==> src/rtl/r3_input_sequencer.sv <==
// ============================================================================
// Module   : r3_input_sequencer
// Brief    : Byte queue presented one entry at a time on inR3_o each time the
//            program counter enters a trigger address. Optional error counter
//            enabled by macro R3_SEQ_ERR_CNT_EN.
// Revision : 1.0 - initial release
// ============================================================================
`default_nettype none

module r3_input_sequencer #(
    parameter int DATA_WIDTH = 8,
    parameter int ADDR_WIDTH = 6,
    parameter int DEPTH      = 8
) (
    input  logic                    clk,
    input  logic                    nReset,
    input  logic                    push_i,
    input  logic [DATA_WIDTH-1:0]   push_data_i,
    input  logic [ADDR_WIDTH-1:0]   PC_Addr_i,
    input  logic [ADDR_WIDTH-1:0]   trig_addr_i,
    output logic [DATA_WIDTH-1:0]   inR3_o,
    output logic                    full_o,
    output logic                    empty_o,
    output logic [$clog2(DEPTH):0]  count_o
`ifdef R3_SEQ_ERR_CNT_EN
    ,
    output logic [7:0]              err_cnt_o
`endif
);

    localparam int c_ptr_w = $clog2(DEPTH);
    localparam int c_cnt_w = c_ptr_w + 1;

    logic [DATA_WIDTH-1:0] mem_q [DEPTH];
    logic [c_ptr_w-1:0]    wr_ptr_q, wr_ptr_d;
    logic [c_ptr_w-1:0]    rd_ptr_q, rd_ptr_d;
    logic [c_cnt_w-1:0]    count_q, count_d;
    logic [DATA_WIDTH-1:0] inr3_q, inr3_d;
    logic [ADDR_WIDTH-1:0] pc_q;

    logic w_full, w_empty, w_advance, w_underflow, w_overflow, w_pop, w_push_ok;

    assign w_full  = (count_q == c_cnt_w'(DEPTH));
    assign w_empty = (count_q == '0);

    // Single pulse on entry into the trigger address only.
    assign w_advance   = (PC_Addr_i == trig_addr_i) && (pc_q != PC_Addr_i);
    assign w_underflow = w_advance && w_empty;
    assign w_pop       = w_advance && !w_underflow;
    // A pop in the same cycle frees the slot, so a full queue still accepts.
    assign w_overflow  = push_i && w_full && !w_pop;
    assign w_push_ok   = push_i && !w_overflow;

    always_comb begin
        wr_ptr_d = wr_ptr_q;
        rd_ptr_d = rd_ptr_q;
        count_d  = count_q;
        inr3_d   = inr3_q;
        if (w_push_ok) begin
            wr_ptr_d = wr_ptr_q + c_ptr_w'(1);
        end
        if (w_pop) begin
            rd_ptr_d = rd_ptr_q + c_ptr_w'(1);
            inr3_d   = mem_q[rd_ptr_q];
        end
        case ({w_push_ok, w_pop})
            2'b10:   count_d = count_q + c_cnt_w'(1);
            2'b01:   count_d = count_q - c_cnt_w'(1);
            default: count_d = count_q;
        endcase
    end

    always_ff @(posedge clk or negedge nReset) begin
        if (!nReset) begin
            wr_ptr_q <= '0;
            rd_ptr_q <= '0;
            count_q  <= '0;
            inr3_q   <= '0;
            pc_q     <= '1;
        end else begin
            wr_ptr_q <= wr_ptr_d;
            rd_ptr_q <= rd_ptr_d;
            count_q  <= count_d;
            inr3_q   <= inr3_d;
            pc_q     <= PC_Addr_i;
        end
    end

    // Storage is not reset; pointers and count define what is valid.
    always_ff @(posedge clk) begin
        if (w_push_ok) begin
            mem_q[wr_ptr_q] <= push_data_i;
        end
    end

    assign inR3_o  = inr3_q;
    assign full_o  = w_full;
    assign empty_o = w_empty;
    assign count_o = count_q;

`ifdef R3_SEQ_ERR_CNT_EN
    logic [7:0] err_cnt_q;

    always_ff @(posedge clk or negedge nReset) begin
        if (!nReset) begin
            err_cnt_q <= '0;
        end else if ((w_overflow || w_underflow) && (err_cnt_q != 8'hFF)) begin
            err_cnt_q <= err_cnt_q + 8'd1;
        end
    end

    assign err_cnt_o = err_cnt_q;
`endif

endmodule

`default_nettype wire

==> config.mk <==
export PLATFORM = sky130hd
export DESIGN_NAME = r3_input_sequencer
export DESIGN_NICKNAME = d
export VERILOG_FILES = /design/src/rtl/r3_input_sequencer.sv
export SDC_FILE = /design/constraint.sdc
export NUM_CORES = 1
export LEC_CHECK = 0
export CELL_PAD_IN_SITES_DETAIL_PLACEMENT = 1
export CELL_PAD_IN_SITES_GLOBAL_PLACEMENT = 1
export CORE_MARGIN = 4
export CORE_UTILIZATION = 48
export DETAILED_ROUTE_END_ITERATION = 16
export PLACE_DENSITY_LB_ADDON = 0.15
export SLEW_MARGIN = 20
export SYNTH_ARGS = -nofsm -noshare
export SYNTH_HDL_FRONTEND = slang
export SYNTH_SLANG_ARGS = --single-unit
==> constraint.sdc <==
create_clock -name clk -period 2.94 [get_ports clk]
set_input_delay 0.441 -clock clk [delete_from_list [all_inputs] [get_ports clk]]
set_output_delay 0.441 -clock clk [all_outputs]
set_load 0.03 [all_outputs]
======== Yosys cells after proc, flatten, opt, wreduce, memory -nomap -nowiden ========
Memories as Yosys holds them, arrays and structs flattened. A register that Yosys moved wholly into a read port is not among the register bits.
Index checks and enable logic that the tools add are counted.
storage, ports and cells
  register bits after elaboration ......... 16
  bits in latches ......................... 0
  RAM bits ................................ 64
  bits in read-only memories .............. 0
  bits of input ports ..................... 23
  output and inout port bits .............. 14
  memories ................................ 1
operators by class
  add/subtract/negate cells ............... 4
  multipliers ............................. 0
  div/mod/pow operators ................... 0
  $lt $le $gt $ge ......................... 0
  eq/ne operators ......................... 5
  shifts and indexed selects .............. 0
  mux-type cells .......................... 3
  bitwise logic cells ..................... 0
  reductions and logical operators ........ 12
memory list
  memory  depth  bits a word  read ports  clocked after memory_dff  wr ports  RTL line  text
  mem_q   8      8            1           1                         1         34        logic [DATA_WIDTH-1:0] mem_q [DEPTH];
operators by type and width
  kind                   count
  $pmux W4 S2            1
  $add A3 B1 Y3 const B  2
  $eq A6 B6 Y1           1
  $logic_and A1 B1 Y1    6
  $ne A6 B6 Y1           1
  $add A4 B1 Y4 const B  1
  $eq A4 B4 Y1 const B   1
  $logic_not A1 Y1       4
  $logic_not A4 Y1       1
  $sub A4 B1 Y4 const B  1
  $eq A2 B1 Y1 const B   1
  $eq A2 B2 Y1 const B   1
  $mux W1                2
  $reduce_bool A2 Y1     1

======== Longest topological paths before layout ========
Gate-level depths: netlist (run 1).
  depth after elaboration ................. 11
  mapped depth ............................ 12
  gate-level depth less buffers ........... 11

======== Worst setup path before layout (run 1) ========
OpenSTA, ideal clock, no wires.
  kind .................................... flip-flop to flip-flop
  start ................................... register count_q[1] (netlist: count_o[1])
  end ..................................... register count_q[3] (netlist: count_o[3])
  arrival ................................. 2.797 ns
  path slack .............................. 0.008 ns
  cell stages (with the launch flop) ...... 13
  buffers on the path ..................... 1
  clock period less this slack ............ 2.932 ns
  cells stage by stage .................... dfrtp_1 nor4_2 nor3_1 o211a_1 buf_6 nand2_1 inv_1 ha_1 a21o_1 a21oi_1 and2_1 mux2i_1 xnor2_1
between the ends
  word-level cells in the longest chain between the ends .. 10
  elaborated cells between the ends (all ways) .. 16
  those cells by class .................... add/sub: 2; eq/ne: 3; mux: 1; reduce/logical: 10
RTL lines
  what                                                      RTL line  text
  from (decl)                                               37        logic [c_cnt_w-1:0] count_q, count_d;
  from (signal assigned)                                    83        count_q <= count_d;
  $logic_not A4 Y1 (*)                                      44        assign w_empty = (count_q == '0);
  net empty_o                                               23        output logic empty_o,
  $logic_and A1 B1 Y1 (*)                                   48        assign w_underflow = w_advance && w_empty;
  $logic_not A1 Y1 (*)                                      49        assign w_pop = w_advance && !w_underflow;
  $logic_and A1 B1 Y1 (*)                                   49
  $logic_not A1 Y1                                          51        assign w_overflow = push_i && w_full && !w_pop;
  $logic_and A1 B1 Y1                                       51
  $logic_not A1 Y1                                          52        assign w_push_ok = push_i && !w_overflow;
  $logic_and A1 B1 Y1                                       52
  $eq A2 B1 Y1 / $eq A2 B2 Y1 (equally long branches)       66        case ({w_push_ok, w_pop})
  $pmux W4 S2 / $reduce_bool A2 Y1 (equally long branches)  --
The timed path passes the listed nets; every way through them passes the cells marked *.
A chain may end at the register's enable or synchronous reset.

======== Final worst setup path (run 1) ========
  start ................................... register count_q[1] (netlist: count_o[1])
  end ..................................... output port full_o
between the ends
  word-level cells in the longest chain between the ends .. 1
RTL lines
  what          RTL line  text
  $eq A4 B4 Y1  43        assign w_full = (count_q == c_cnt_w'(DEPTH));
  to (decl)     22        output logic full_o,
No other way between the ends.

==> results of run 1 <==
==> power by group <==
part | switching [uW] | internal (uW)
sequential | 181 | 1580
combinational | 581 | 576
clock | 445 | 321
==> layer usage <==
layer / share of wire [%] / wire (um) / track usage, %
met1: 44 / 3050 / 23.0
met2: 52 / 3600 / 28.8
met3: 3.2 / 222 / 3.95
met4: 0.59 / 41 / 3.97
met5: 0 / 0 / 0
==> worst paths after layout <==
path                            cells after the start    endpoint  slack (ps)  startpoint
min in group clk                                    2   inR3_o[4]         490   inR3_o[4]
max in group asynchronous                           2     pc_q[3]        2180      nReset
worst max-delay path                                3      full_o         230  count_o[1]
worst min-delay path                                2   inR3_o[3]         450      nReset
worst min register to register                      2   inR3_o[4]         490   inR3_o[4]
worst max register to register                     11  count_o[3]         560  count_o[1]
==> cell type report <==
class	count	area, sq um	area share, %
sequential	88	2530	58.0
tap	99	124	2.84
timing repair buffer	49	458	10.5
inverter	5	18.8	0.430
multi-input combinational	106	1050	24.0
clock inverter	6	53.8	1.23
clock buffer	10	128	2.93
==> logic make-up after synthesis <==
| group | after synthesis |
|---|---|
| flops | 88 |
| simple gates | 32 |
| mux | 30 |
| compound gates | 20 |
| xor+xnor | 19 |
| buf+inv | 14 |
| fa+ha+maj | 5 |
==> cells in the final DEF (no fill, tap or decap), types with 2 or more instances in the layout <==
cell / synthesis / layout
xnor2_1: 11 / 11
clkbuf_8: 0 / 9
mux2_2: 3 / 3
a21o_1: 2 / 2
dfstp_2: 6 / 6
xor2_1: 8 / 8
buf_4: 1 / 13
ha_1: 4 / 4
a22o_1: 2 / 2
clkinv_4: 0 / 3
nand2_1: 14 / 14
edfxtp_1: 64 / 64
nor2_1: 7 / 7
inv_1: 5 / 5
mux2i_1: 11 / 11
mux4_2: 16 / 16
a21oi_1: 2 / 2
nor3_1: 2 / 2
o21ai_0: 9 / 9
clkdlybuf4s50_1: 0 / 36
dfrtp_1: 18 / 18
==> registers in the layout, indices dropped and copies added, names as in the netlist <==
name,flops
mem_q,64
inR3_o,8
pc_q,6
count_o,4
rd_ptr_q,3
wr_ptr_q,3
==> metrics by stage <==
stage / utilization [%] / total power, uW / cell area, sq um / worst slack, ps / instances
2_1_floorplan: - / 2530 / 3660 / 8.45 / 208
3_3_place_gp: 57.0 / 2930 / 4180 / 151 / 347
3_5_place_dp: 57.0 / 2970 / 4180 / 34.5 / 347
4_1_cts: 59.5 / 3730 / 4360 / 205 / 363
5_1_grt: 59.5 / 3920 / 4360 / 122 / 363
6_report: 59.5 / 3680 / 4360 / 233 / 363
==> critical path: stages (launching register included) <==
cell	delay, ps
dfrtp_1	450
or4b_4	590
inv_1	180
clkdlybuf4s50_1	700
==> synthesized netlist by cell type (2+ instances only) <==
cell / instances
a21o_1: 2
a21oi_1: 2
a22o_1: 2
buf_1: 2
buf_2: 2
buf_6: 3
dfrtp_1: 18
dfstp_2: 6
edfxtp_1: 64
ha_1: 4
inv_1: 5
mux2_2: 3
mux2i_1: 11
mux4_2: 16
nand2_1: 14
nor2_1: 7
nor3_1: 2
o21ai_0: 9
xnor2_1: 11
xor2_1: 8
==> flow_summary.json, run 1 <==
{
  "first_pass_iters": 4,
  "hold_class": "in2async",
  "synthAdderAreaFrac_pct": 1.91,
  "overflow": 0,
  "rsz0062_at_grt": "false",
  "synth_top_family_by_area": "multiplexers",
  "end_kind": "primary output",
  "syn_avg_cell_area_sq_um": 17.6,
  "cts_tree": "built",
  "maxCapViolations": 0,
  "finClkSkew_ps": 15.9,
  "yosysSeqAreaShare_pct": 69.1,
  "fillers": 660,
  "wl_per_cell_um": 19.1,
  "fin_crit_sh_pct": 92.1,
  "crit_path_max_fanout": 5,
  "synth-edff-count": 64,
  "critical_path_class": "reg2out",
  "clk_pin_slew_ps": 100,
  "die_w_um": 95.3,
  "synthArstFlopShare_pct": 27.3,
  "power_leakage_uw": 0.00155,
  "setup_viol": 0,
  "hold_buffers": 0,
  "htreeDepth": 3,
  "area_growth_pct": 19.1,
  "synth_cell_types": 37,
  "wirelength_um": 6920,
  "die_area_sq_um": 9090,
  "grt_start_max_net_pins": 25,
  "cts_resized": 0,
  "ios": 37,
  "synth.area.mux_share_pct": 13.8,
  "clock_path_buffers": 2,
  "drt_iter0_drc": 148,
  "dp_hpwl_um": 4830,
  "status": "finished clean",
  "yosysTopAreaCell": "edfxtp_1",
  "tns_ps": 0,
  "synth_area_leaders": "edfxtp_1, dfrtp_1, mux4_2",
  "synth_area_sq_um": 3660,
  "cp_data_arrival_time_ps": 2270,
  "synth_compound_area_share_pct": 3.55,
  "cp.required_ps": 2500,
  "port_buffers": 36,
  "syn_inst": 208,
  "startpoint_type": "register",
  "slew_viol_final": 0,
  "nNetsFinal": 287,
  "rows": 31,
  "insertion_delay_ps": 350,
  "grt.total_usage_pct": 17.2,
  "hold_violations": 0,
  "via_per_inst": 5.32,
  "start_util_pct": 49.9,
  "power-per-cell-area_nw_per_um2": 844,
  "fp.dieH_um": 95.3,
  "cts.sinks": 88,
  "yosys_register_bits": 88,
  "peakVddDrop_mv": 0.421,
  "cts_setup_buffers": 0,
  "synth_ff_type": "edfxtp_1",
  "antenna_found_initial": 0,
  "timing.hold.ws_ps": 449,
  "gp_congestion": 0.730,
  "synthSimpleGateAreaFrac_pct": 4.85,
  "drcViolationCount": 0,
  "synth_top_area_share_pct": 52.5,
  "num_vias": 1930,
  "antenna_cells": 0,
  "root_buffer": "clkbuf_8",
  "final_antenna_net_count": 0,
  "numCtsBuffers": 9,
  "drive_gt1_share_pct": 22.3,
  "relSlewSlack_pct": 44.4,
  "syn-num-nets": 236,
  "synth_xor_area_share_pct": 4.55,
  "tightest_slew_ps": 834,
  "grt_pass1_vias": 2133,
  "fmaxAchievable_ghz": 0.369,
  "yosys_warnings": 0,
  "min_period_ps": 2710,
  "core_area_sq_um": 7330,
  "grt_pass1_wl_um": 11400
}
Note: power is estimated with default switching activity, not from simulation.
==> run 2, diff against run 1 <==
Settings changed: CELL_PAD_IN_SITES_DETAIL_PLACEMENT 1 to default, CELL_PAD_IN_SITES_GLOBAL_PLACEMENT 1 to default, CORE_UTILIZATION 48 to 50.
==> flow_summary.json, run 2 (synthesis results as in run 1) <==
{
  "peakVddDrop_mv": 0.418,
  "crit_family": "buffers and inverters",
  "grt_pass1_vias": 2029,
  "mostFrequentLayoutCell": "edfxtp_1",
  "end_kind": "primary output",
  "power_uw": 3740,
  "fillers": 515,
  "htreeDepth": 3,
  "final_antenna_net_count": 0,
  "fin_area_sq_um": 4390,
  "rr_worst_depth": 11,
  "cts_setup_buffers": 0,
  "gp_congestion": 0.791,
  "power-per-cell-area_nw_per_um2": 853,
  "critPathSlowestCell": "clkdlybuf4s50_1",
  "start_util_pct": 52.7,
  "area_growth_pct": 19.8,
  "maxCapViolations": 0,
  "wl_per_cell_um": 18.4,
  "drt_iter0_drc": 99,
  "root_buffer": "clkbuf_8",
  "tns_ps": 0,
  "crit_path_max_fanout": 5,
  "hold_buffers": 0,
  "overflow": 0,
  "hold_violations": 0,
  "fmaxAchievable_ghz": 0.371,
  "cp_slowest_stage_delay_ps": 700,
  "critical_path_class": "reg2out",
  "insertion_delay_ps": 350,
  "cp.buffers_inverters": 2,
  "dpl-instance-area_sq_um": 4180,
  "fin_crit_sh_pct": 91.7,
  "clk_pin_slew_ps": 90,
  "cp.required_ps": 2500,
  "rows": 30,
  "final_cell_mix": "edfxtp_1, clkdlybuf4s50_1, dfrtp_1",
  "power_leakage_uw": 0.00157,
  "grt_pass1_wl_um": 10800,
  "crit_path_end": "full_o",
  "rsz0062_at_grt": "false",
  "setup_viol": 0,
  "largest_reg_flops": 64,
  "fin_util_pct": 63.2,
  "crit_cells": 3,
  "grt_start_max_net_pins": 25,
  "die_area_sq_um": 8760,
  "tightest_slew_ps": 810,
  "drcViolationCount": 0,
  "min_period_ps": 2700,
  "slew_viol_final": 0,
  "port_buffers": 36,
  "r2r-end": "count_o[3]",
  "first_pass_iters": 4,
  "regMostFlops": "mem_q",
  "via_per_inst": 5.27,
  "nNetsFinal": 288,
  "wirelength_um": 6650,
  "die_w_um": 93.6,
  "fp.dieH_um": 93.6,
  "cp_data_arrival_time_ps": 2260,
  "clock_path_buffers": 2,
  "grt.total_usage_pct": 17.0,
  "numCtsBuffers": 9,
  "timing.hold.ws_ps": 462,
  "cp_cell_sequence": "or4b_4, inv_1, clkdlybuf4s50_1",
  "finClkSkew_ps": 10.9,
  "worstReg2RegStart": "count_o[1]",
  "dp_hpwl_um": 4300,
  "ios": 37,
  "drive_gt1_share_pct": 22.6,
  "cts.sinks": 88,
  "status": "finished clean",
  "core_area_sq_um": 6940,
  "antenna_found_initial": 0,
  "crit_path_start": "count_o[1]",
  "antenna_cells": 0,
  "hold_class": "in2async",
  "cts_resized": 0,
  "num_vias": 1901,
  "cts_tree": "built",
  "startpoint_type": "register",
  "relSlewSlack_pct": 46.0,
  "r2r_slack_ps": 640
}
[run 2: cell count changes in the layout (fill, tap and decap cells not counted)]
cell / previous run / this run
buf_4: 13 / 14
bufinv_16: 0 / 1
clkbuf_1: 1 / 0
clkinv_1: 0 / 1
clkinv_4: 3 / 2
[run 2: layer usage]
layer	GRT usage (%)	wire length, um
met1	23.5	3150
met2	26.4	3180
met3	3.70	228
met4	6.50	93
met5	0	0
[run 2: how the worst min path moves through the flow]
stage	start	to	slack, ps	depth (start not counted)
6_report	nReset	inR3_o[5]	460	2
5_1_grt	nReset	inR3_o[5]	480	2
4_1_cts	nReset	inR3_o[5]	460	2
3_5_place_dp	inR3_o[3]	inR3_o[3]	470	2
3_3_place_gp	inR3_o[6]	inR3_o[6]	460	2
2_1_floorplan	nReset	count_o[0]	150	0
[run 2: stage by stage]
stage / instances / worst slack (ps)
6_report: 361 / 243
5_1_grt: 361 / 137
3_3_place_gp: 345 / 151
2_1_floorplan: 208 / 8.45
3_5_place_dp: 345 / 98.9
4_1_cts: 361 / 215
[run 2: final cells by class]
type,count,area [sq um],share of cell area [%]
sequential,88,2530,57.7
multi-input combinational,106,1050,23.9
timing repair buffer,50,465,10.6
clock buffer,9,124,2.82
tap,96,120,2.74
clock inverter,7,78.8,1.80
inverter,5,18.8,0.428
[run 2: power by group]
part / total (uW) / internal (uW) / switching, uW / leakage, uW
clock network: 845 / 402 / 443 / 0.0000994
registers: 1780 / 1580 / 204 / 0.000872
logic: 1120 / 575 / 543 / 0.000595
[run 2: worst reg2reg max path, cell delays in order, from the launching register on]
cell and delay, ps:
dfrtp_1 450, nor4_2 350, nor3_1 140, o211a_1 160, nand2_1 90, inv_1 60
ha_1 260, a21o_1 170, a21oi_1 160, and2_1 140, mux2i_1 80, xnor2_1 120
==> run 3, diff against run 2 <==
Settings changed: CTS_BUF_LIST from default to sky130_fd_sc_hd__clkbuf_8.
==> results of run 3 <==
No change in the layout: final DEF, timing and power equal those of run 2.
